**config.mk**
```make
export PLATFORM = sky130hd
export DESIGN_NAME = hex_display_scanner
export DESIGN_NICKNAME = d
export VERILOG_FILES = /design/src/rtl/hex_display_scanner.sv
export SDC_FILE = /design/constraint.sdc
export NUM_CORES = 1
export LEC_CHECK = 0
export BUFFER_PORTS_ARGS = -buffer_cell sky130_fd_sc_hd__buf_2
export CORE_MARGIN = 3
export CORE_UTILIZATION = 63
export DETAILED_ROUTE_END_ITERATION = 12
export PLACE_DENSITY = 0.84
export REMOVE_ABC_BUFFERS = 1
export SLEW_MARGIN = 10
export SYNTH_ARGS = -nofsm -noshare
export SYNTH_HDL_FRONTEND = slang
export SYNTH_SLANG_ARGS = --single-unit
```
**constraint.sdc**
```tcl
create_clock -name clk -period 6 [get_ports clk]
set_clock_uncertainty 0.2 [all_clocks]
set_input_delay 0 -clock clk [delete_from_list [all_inputs] [get_ports clk]]
set_output_delay 0 -clock clk [all_outputs]
set_load 0.02 [all_outputs]
```
**src/rtl/hex_display_scanner.sv**
```systemverilog
// rtl/hex_display_scanner.sv - multiplexed hex digit scanner with one-entry pending value (HEX_SCAN_LEADING_ZERO_BLANK_EN enables leading-zero blanking)
module hex_display_scanner #(
  parameter int NUM_DIGITS = 6,
  parameter int SCAN_DIV   = 50000
) (
  input  logic                    clk,
  input  logic                    rst_n,
  input  logic                    in_valid,
  output logic                    in_ready,
  input  logic [4*NUM_DIGITS-1:0] in_value,
  output logic [3:0]              digit_num,
  output logic [NUM_DIGITS-1:0]   digit_sel,
  output logic                    digit_blank,
  output logic                    frame_done
);

  localparam int IDX_W = (NUM_DIGITS > 1) ? $clog2(NUM_DIGITS) : 1;
  localparam int PS_W  = $clog2(SCAN_DIV);
  localparam logic [IDX_W-1:0] IDX_LAST = IDX_W'(NUM_DIGITS - 1);
  localparam logic [PS_W-1:0]  PS_LAST  = PS_W'(SCAN_DIV - 1);

  typedef enum logic {
    ST_IDLE = 1'b0,
    ST_SCAN = 1'b1
  } state_e;

  state_e                  state_q, state_d;
  logic [PS_W-1:0]         prescaler_q, prescaler_d;
  logic [IDX_W-1:0]        index_q, index_d;
  logic [4*NUM_DIGITS-1:0] display_q, display_d;
  logic [4*NUM_DIGITS-1:0] pending_q, pending_d;
  logic                    pending_valid_q, pending_valid_d;
  logic [NUM_DIGITS-1:0]   digit_sel_q, digit_sel_d;
  logic [3:0]              digit_num_q, digit_num_d;
  logic                    digit_blank_q, digit_blank_d;
  logic                    frame_done_q, frame_done_d;

  logic transfer;
  logic tick;
  logic boundary;

  // Before the first value the block always accepts; afterwards only when pending is free.
  assign in_ready = (state_q == ST_IDLE) || !pending_valid_q;
  assign transfer = in_valid && in_ready;
  assign tick     = (state_q == ST_SCAN) && (prescaler_q == PS_LAST);
  assign boundary = tick && (index_q == IDX_LAST);

  assign digit_sel   = digit_sel_q;
  assign digit_num   = digit_num_q;
  assign digit_blank = digit_blank_q;
  assign frame_done  = frame_done_q;

  // State register and all datapath registers, cleared asynchronously.
  always_ff @(posedge clk or negedge rst_n) begin
    if (!rst_n) begin
      state_q         <= ST_IDLE;
      prescaler_q     <= '0;
      index_q         <= '0;
      display_q       <= '0;
      pending_q       <= '0;
      pending_valid_q <= 1'b0;
      digit_sel_q     <= '0;
      digit_num_q     <= '0;
      digit_blank_q   <= 1'b1;
      frame_done_q    <= 1'b0;
    end else begin
      state_q         <= state_d;
      prescaler_q     <= prescaler_d;
      index_q         <= index_d;
      display_q       <= display_d;
      pending_q       <= pending_d;
      pending_valid_q <= pending_valid_d;
      digit_sel_q     <= digit_sel_d;
      digit_num_q     <= digit_num_d;
      digit_blank_q   <= digit_blank_d;
      frame_done_q    <= frame_done_d;
    end
  end

  // Next state: first value goes straight to the display, later ones wait in pending for a frame boundary.
  always_comb begin
    state_d         = state_q;
    prescaler_d     = prescaler_q;
    index_d         = index_q;
    display_d       = display_q;
    pending_d       = pending_q;
    pending_valid_d = pending_valid_q;
    frame_done_d    = boundary;
    unique case (state_q)
      ST_IDLE: begin
        if (transfer) begin
          state_d     = ST_SCAN;
          display_d   = in_value;
          prescaler_d = '0;
          index_d     = '0;
        end
      end
      ST_SCAN: begin
        if (tick) begin
          prescaler_d = '0;
          index_d     = boundary ? '0 : index_q + 1'b1;
        end else begin
          prescaler_d = prescaler_q + 1'b1;
        end
        // Pending is only swapped in at the boundary so a frame never mixes two values.
        if (boundary && pending_valid_q) begin
          display_d       = pending_q;
          pending_valid_d = 1'b0;
        end
        // A transfer needs pending empty, so it never collides with the swap above.
        if (transfer) begin
          pending_d       = in_value;
          pending_valid_d = 1'b1;
        end
      end
      default: state_d = ST_IDLE;
    endcase
  end

`ifdef HEX_SCAN_LEADING_ZERO_BLANK_EN
  logic [NUM_DIGITS-1:0] lead_zero;

  // Flag every digit above 0 whose own nibble and all higher nibbles are zero.
  always_comb begin
    logic run;
    lead_zero = '0;
    run       = 1'b1;
    for (int k = NUM_DIGITS - 1; k >= 1; k--) begin
      run          = run && (display_d[4*k +: 4] == 4'h0);
      lead_zero[k] = run;
    end
  end
`endif

  // Output decode from next-state values so the registered outputs move with the index.
  always_comb begin
    digit_sel_d   = '0;
    digit_num_d   = 4'h0;
    digit_blank_d = 1'b1;
    if (state_d == ST_SCAN) begin
      digit_blank_d = 1'b0;
      for (int k = 0; k < NUM_DIGITS; k++) begin
        if (index_d == IDX_W'(k)) begin
          digit_sel_d[k] = 1'b1;
          digit_num_d    = display_d[4*k +: 4];
`ifdef HEX_SCAN_LEADING_ZERO_BLANK_EN
          if (lead_zero[k]) begin
            digit_sel_d[k] = 1'b0;
            digit_blank_d  = 1'b1;
          end
`endif
        end
      end
    end
  end

endmodule

```
==> results of run 1 <==
## per-stage QoR
stage               hold WS [ns]  utilization, %  area (um^2)
global route               0.173            77.1         4640
CTS                        0.150            77.1         4640
floorplan                 -0.496               -         3890
finish                     0.163            77.1         4640
detailed placement        0.0338            69.6         4200
global placement          0.0320            69.6         4200
## logic make-up (layout without fill, tap and decap cells)
group	count (synthesis)	count (layout)	synth area share, %
muxes	33	33	8.98
buffers and inverters	34	86	3.43
xor gates and xnor gates	3	3	0.655
and+or+nand+nor	136	136	17.9
adders and majority gates	3	3	0.936
AOI/OAI and AO/OA	104	104	17.5
DFF	81	81	50.6
## layout by cell type (no fill, tap or decap), drive strengths merged, types with 3 or more instances in the layout
| cell | Yosys | routed |
|---|---|---|
| a22oi | 8 | 8 |
| a22o | 3 | 3 |
| nor2b | 17 | 17 |
| mux2 | 24 | 24 |
| clkbuf | 25 | 11 |
| o221a | 4 | 4 |
| and3 | 9 | 9 |
| mux2i | 9 | 9 |
| a21oi | 3 | 3 |
| ha | 3 | 3 |
| nor2 | 16 | 16 |
| a211oi | 16 | 16 |
| nor3 | 6 | 6 |
| nor3b | 3 | 3 |
| buf | 5 | 41 |
| o211ai | 9 | 9 |
| a31oi | 18 | 18 |
| nand2 | 32 | 32 |
| o21ai | 27 | 27 |
| o31ai | 5 | 5 |
| nand2b | 3 | 3 |
| o22ai | 5 | 5 |
| dlygate4sd3 | 0 | 25 |
| and2 | 3 | 3 |
| dfrtp | 80 | 80 |
| nand4 | 8 | 8 |
| inv | 4 | 4 |
| nand3 | 31 | 31 |
## final cells by class
class	count	area (um^2)	area share, %
clock buffers	11	141	3.05
clock inverters	5	55.1	1.19
repair buffers	66	463	9.97
well taps	75	93.8	2.02
multi-input cells	279	1850	39.7
flip-flops and latches	81	2030	43.7
inverters	4	15.0	0.323
## where the power goes
part	total, mW	switching (mW)	internal, mW
logic	0.212	0.114	0.0979
registers	0.670	0.0584	0.611
clock network	0.396	0.193	0.202
total	1.28	0.366	0.911
## critical path, delay by kind of cell (launching register included)
kind | cells | cell delay [ns]
buffers and inverters | 2 | 0.95
and+or+nand+nor | 1 | 0.51
AOI/OAI and AO/OA | 3 | 1.16
DFF | 1 | 0.40
muxes | 1 | 0.27
## path summary, 6_finish.rpt
check                             start              end  depth (start not counted)
max in group asynchronous         rst_n          state_q                          2
min in group clk               in_valid     display_q[5]                          3
max                             state_q     digit_num[0]                          7
max reg2reg                     state_q     digit_num[0]                          7
min                               rst_n  prescaler_q[15]                          2
min reg2reg                pending_q[8]     pending_q[8]                          1
## per-layer routing
layer  global-route usage [%]  routed length, um
met4                     12.1                189
met2                     41.7               4430
met3                     4.32                648
met5                        0                  0
met1                     38.8               4220
## timing repair
action,4_1_cts,5_1_grt
endpoints found under the hold margin,128,0
buffers inserted,0,0
hold buffers,25,0
gates resized for setup,0,0
## sequential cells by signal, summed over array words and instances (netlist names)
name,flops
digit_blank,1
state_q,1
prescaler_q,16
frame_done,1
digit_num,4
index_q,3
display_q,24
pending_valid_q,1
digit_sel,6
pending_q,24
==> impl_metrics.env, run 1 <==
export IMPL_grt_pass1_vias=3312
export IMPL_drt_iter0_drc=400
export IMPL_syn_inst=394
export IMPL_drcViolationCount=0
export IMPL_wl_per_cell_um=18.2
export IMPL_cts_sinks=81
export IMPL_final_nets=471
export IMPL_worstMarginPinSlew_ns=0.986
export IMPL_layout_drive_gt1_share_pct=19.5
export IMPL_holdCritPathClass="in -> async"
export IMPL_vias=3399
export IMPL_post_place_ws_ns=2.45
export IMPL_cp_slowest_cell="a221o_1"
export IMPL_start_util_pct=66.6
export IMPL_cap_violations=0
export IMPL_power_mw=1.28
export IMPL_worstPathArrival_ns=3.66
export IMPL_status="finished clean"
export IMPL_path_cells="buf_4 > or2_2 > inv_1 > a221o_1 > mux2i_1 > o22ai_1 > o221a_1"
export IMPL_peakVddDrop_mv=0.214
export IMPL_finalWirelength_um=9490
export IMPL_gp_routability_congestion=0.827
export IMPL_grt_overflow=0
export IMPL_clk_pin_slew_ns=0.08
export IMPL_timing_final_ws_setup_ns=2.38
export IMPL_drtPass1Iterations=5
export IMPL_synth_most_common_cell="dfrtp_1"
export IMPL_dp_hpwl_um=5860
export IMPL_cts_tree="built"
export IMPL_finalMaxSlewViolations=0
export IMPL_numPortBuffers=39
export IMPL_synth_warnings=0
export IMPL_place_inst=480
export IMPL_yosys_area_top_type="dfrtp_1"
export IMPL_grt_pass1_wl_um=15800
export IMPL_cpPeakStageDelay_ns=0.81
export IMPL_cp_start_kind="flip-flop"
export IMPL_async_flop_share_pct=100
export IMPL_synth_top_area_share_pct=49.9
export IMPL_endpoint_kind="flip-flop"
export IMPL_grt_max_degree=82
export IMPL_antenna_found_initial=0
export IMPL_clock_path_buffers=2
export IMPL_die_w_um=85.8
export IMPL_tns_ns=0
export IMPL_ys_seq_area_share_pct=50.6
export IMPL_htreeDepth=3
export IMPL_ant_nets=0
export IMPL_synthTopCellsByArea="dfrtp_1 (50%), mux2_2 (6.7%), nand3_1 (3.9%)"
export IMPL_die_area_um2=7360
export IMPL_ys_ff_latch=81
export IMPL_fmax_mhz=276
export IMPL_syn_to_final_growth_pct=15.8
export IMPL_grtUsageTotal_pct=27.3
export IMPL_synth_area_um2=4010
export IMPL_path_class="reg -> reg"
export IMPL_synth_distinct_cells=47
export IMPL_maxSlewHeadroom_pct=34.3
export IMPL_synth_edf_count=0
export IMPL_ios=40
export IMPL_postSynth_topFlopCell="dfrtp_1"
export IMPL_crit_path_max_fanout=69
export IMPL_r2r_slack_ns=2.38
export IMPL_clock_latency_ns=0.35
export IMPL_nFillCells=416
export IMPL_synth_area_per_cell_um2=10.2
export IMPL_setup_violations=0
export IMPL_finalHoldViolCount=0
export IMPL_num_rows=28
export IMPL_fin_crit_sh_pct=60.3
export IMPL_die_y_um=85.8
export IMPL_clockRootBuffer="clkbuf_8"
export IMPL_diodes=0
export IMPL_vias_per_cell=6.52
export IMPL_p_per_area_nw_per_um2=275
export IMPL_core_area_um2=6030
export IMPL_final_cells=521
export IMPL_period_needed_ns=3.62
export IMPL_worstPathRequired_ns=6.04
export IMPL_synth_common_cells="dfrtp_1 (80), nand2_1 (32), nand3_1 (31), o21ai_0 (27), clkbuf_1 (25)"
export IMPL_cts_buffers=9
export IMPL_leakage_nw=2.04
export IMPL_rsz0062_at_grt="false"
(Power assumes the default switching activity.)
==> run 2: changes to the inputs <==
--- a/config.mk
+++ b/config.mk
@@ -7,9 +7,9 @@
 export LEC_CHECK = 0
 export BUFFER_PORTS_ARGS = -buffer_cell sky130_fd_sc_hd__buf_2
 export CORE_MARGIN = 3
-export CORE_UTILIZATION = 63
+export CORE_UTILIZATION = 53
 export DETAILED_ROUTE_END_ITERATION = 12
-export PLACE_DENSITY = 0.84
+export PLACE_DENSITY = 0.76
 export REMOVE_ABC_BUFFERS = 1
 export SLEW_MARGIN = 10
 export SYNTH_ARGS = -nofsm -noshare
==> constraint.sdc (replaced) <==
create_clock -name clk -period 2.9 [get_ports clk]
set_clock_uncertainty 0.2 [all_clocks]
set_input_delay 0 -clock clk [delete_from_list [all_inputs] [get_ports clk]]
set_output_delay 0 -clock clk [all_outputs]
set_load 0.02 [all_outputs]
==> impl_metrics.env, run 2 (synthesis gave the netlist of run 1 again) <==
export IMPL_drt_iter0_drc=283
export IMPL_drcViolationCount=0
export IMPL_seq_power_share_pct=49.0
export IMPL_p_per_area_nw_per_um2=583
export IMPL_place_inst=518
export IMPL_fmax_mhz=367
export IMPL_final_nets=486
export IMPL_largest_registers="display_q: 24 flops, pending_q: 24 flops, prescaler_q: 16 flops"
export IMPL_die_area_um2=8650
export IMPL_final_cells=560
export IMPL_power_internal_mw=2.06
export IMPL_fin_crit_sh_pct=94.0
export IMPL_grt_pass1_vias=3515
export IMPL_grt_pass1_wl_um=16700
export IMPL_gp_routability_congestion=0.856
export IMPL_diodes=0
export IMPL_pwr_share_clk_pct=35.5
export IMPL_leakage_nw=2.14
export IMPL_ant_nets=0
export IMPL_cts_tree="built"
export IMPL_grt_max_degree=82
export IMPL_core_area_um2=7290
export IMPL_comb_power_share_pct=15.5
export IMPL_dp_hpwl_um=6440
export IMPL_endpoint_kind="flip-flop"
export IMPL_finalHoldViolCount=0
export IMPL_finalWirelength_um=9700
export IMPL_holdCritPathClass="in -> async"
export IMPL_drtPass1Iterations=5
export IMPL_syn_to_final_growth_pct=21.2
export IMPL_die_y_um=93.0
export IMPL_layout_drive_gt1_share_pct=21.9
export IMPL_maxSlewHeadroom_pct=31.4
export IMPL_cts_sinks=81
export IMPL_layout_common_cells="dfrtp_1 (79), buf_2 (38), nand2_1 (32)"
export IMPL_final_common_cell="dfrtp_1"
export IMPL_cap_violations=0
export IMPL_peakVddDrop_mv=0.338
export IMPL_period_needed_ns=2.72
export IMPL_grtUsageTotal_pct=24.3
export IMPL_p_sw_mw=0.769
export IMPL_postCtsSetupBuffers=0
export IMPL_worstPathRequired_ns=2.95
export IMPL_cp_start_kind="flip-flop"
export IMPL_setup_violations=0
export IMPL_worstMarginPinSlew_ns=1.03
export IMPL_use_met3_pct=4.83
export IMPL_vias=3396
export IMPL_clock_latency_ns=0.35
export IMPL_wl_per_cell_um=17.3
export IMPL_grt_use_met1_pct=32.9
export IMPL_clock_path_buffers=2
export IMPL_grt_busiest_layer="met2"
export IMPL_numPortBuffers=39
export IMPL_switching_share_pct=27.2
export IMPL_vias_per_cell=6.06
export IMPL_htreeDepth=3
export IMPL_start_util_pct=55.0
export IMPL_grt_overflow=0
export IMPL_clockRootBuffer="clkbuf_8"
export IMPL_worstPathArrival_ns=2.77
export IMPL_die_w_um=93.0
export IMPL_crit_path_max_fanout=6
export IMPL_cts_buffers=9
export IMPL_status="finished clean"
export IMPL_rsz0062_at_grt="false"
export IMPL_grtUsageMet2_pct=38.9
export IMPL_num_rows=31
export IMPL_antenna_found_initial=0
export IMPL_ios=40
export IMPL_path_class="reg -> reg"
export IMPL_finalMaxSlewViolations=0
export IMPL_hold_worst_slack_ns=0.130
export IMPL_clk_pin_slew_ns=0.09
-- run 2: cell types whose count changed in the layout (fill, tap and decap cells not counted), sizes merged --
cell / previous run / this run
bufinv: 1 / 3
buf: 41 / 55
clkinvlp: 2 / 1
dlygate4sd3: 25 / 26
clkinv: 2 / 1
-- run 2: final timing paths --
| check | from | to | slack [ns] | cells past startpoint |
|---|---|---|---|---|
| setup / recovery | prescaler_q[0] | digit_num[3] | 0.18 | 8 |
| hold / removal | rst_n | prescaler_q[8] | 0.13 | 2 |
| setup reg to reg | prescaler_q[0] | digit_num[3] | 0.18 | 8 |
| hold reg to reg | pending_q[15] | pending_q[15] | 0.31 | 1 |
| max in group asynchronous | rst_n | state_q | 1.66 | 2 |
| min in group clk | in_value[21] | pending_q[21] | 0.22 | 3 |
-- run 2: layout make-up --
| cell class | count | area [um^2] |
|---|---|---|
| clock buffer | 11 | 141 |
| clock inverter | 5 | 103 |
| fill | 593 | 2430 |
| inverter | 4 | 15.0 |
| multi-input combinational | 279 | 1850 |
| sequential | 81 | 2030 |
| tap | 99 | 124 |
| timing repair buffer | 81 | 603 |
-- run 2: routing by layer --
layer  wire length, um  vias to the layer above  share of wire, %
met5                 0                        -                 0
met4               205                        0               2.1
met3               497                       19               5.1
met2              4590                      117                47
met1              4400                     1666                45
li1                  -                     1594                 -
-- run 2: power by group through the flow --
stage / registers (mW) / clock network (mW) / logic [mW]
2_1_floorplan: 1.39 / 0 / 0.260
3_3_place_gp: 1.39 / 0 / 0.394
3_5_place_dp: 1.40 / 0 / 0.410
4_1_cts: 1.39 / 1.02 / 0.438
5_1_grt: 1.41 / 1.07 / 0.494
6_report: 1.39 / 1.01 / 0.438
-- run 2: critical path: stages, from the launching register on --
cell      delay [ns]
dfrtp_1         0.40
ha_1            0.20
and3_1          0.25
and3_1          0.30
a31oi_1         0.12
or3_4           0.41
or2_0           0.31
nand2b_4        0.20
o221a_1         0.26
-- run 2: per-stage QoR --
stage                     utilization, %  setup TNS, ns  setup slack (ns)  total power [mW]  area [um^2]
after floorplan                        -         -13.50            -0.840              1.65         3890
after global placement              59.7              0             0.264              1.79         4360
after detailed placement            59.7              0             0.193              1.81         4360
after CTS                           66.7              0             0.187              2.84         4860
after global routing                66.7              0            0.0336              2.97         4860
final                               66.7              0             0.175              2.83         4860
-- run 2: what timing repair did --
action | 4_1_cts | 5_1_grt
hold buffers | 26 | 0
hold endpoints to repair | 130 | 0
endpoints found under the setup margin | 0 | 0
gates resized for setup | 0 | 0
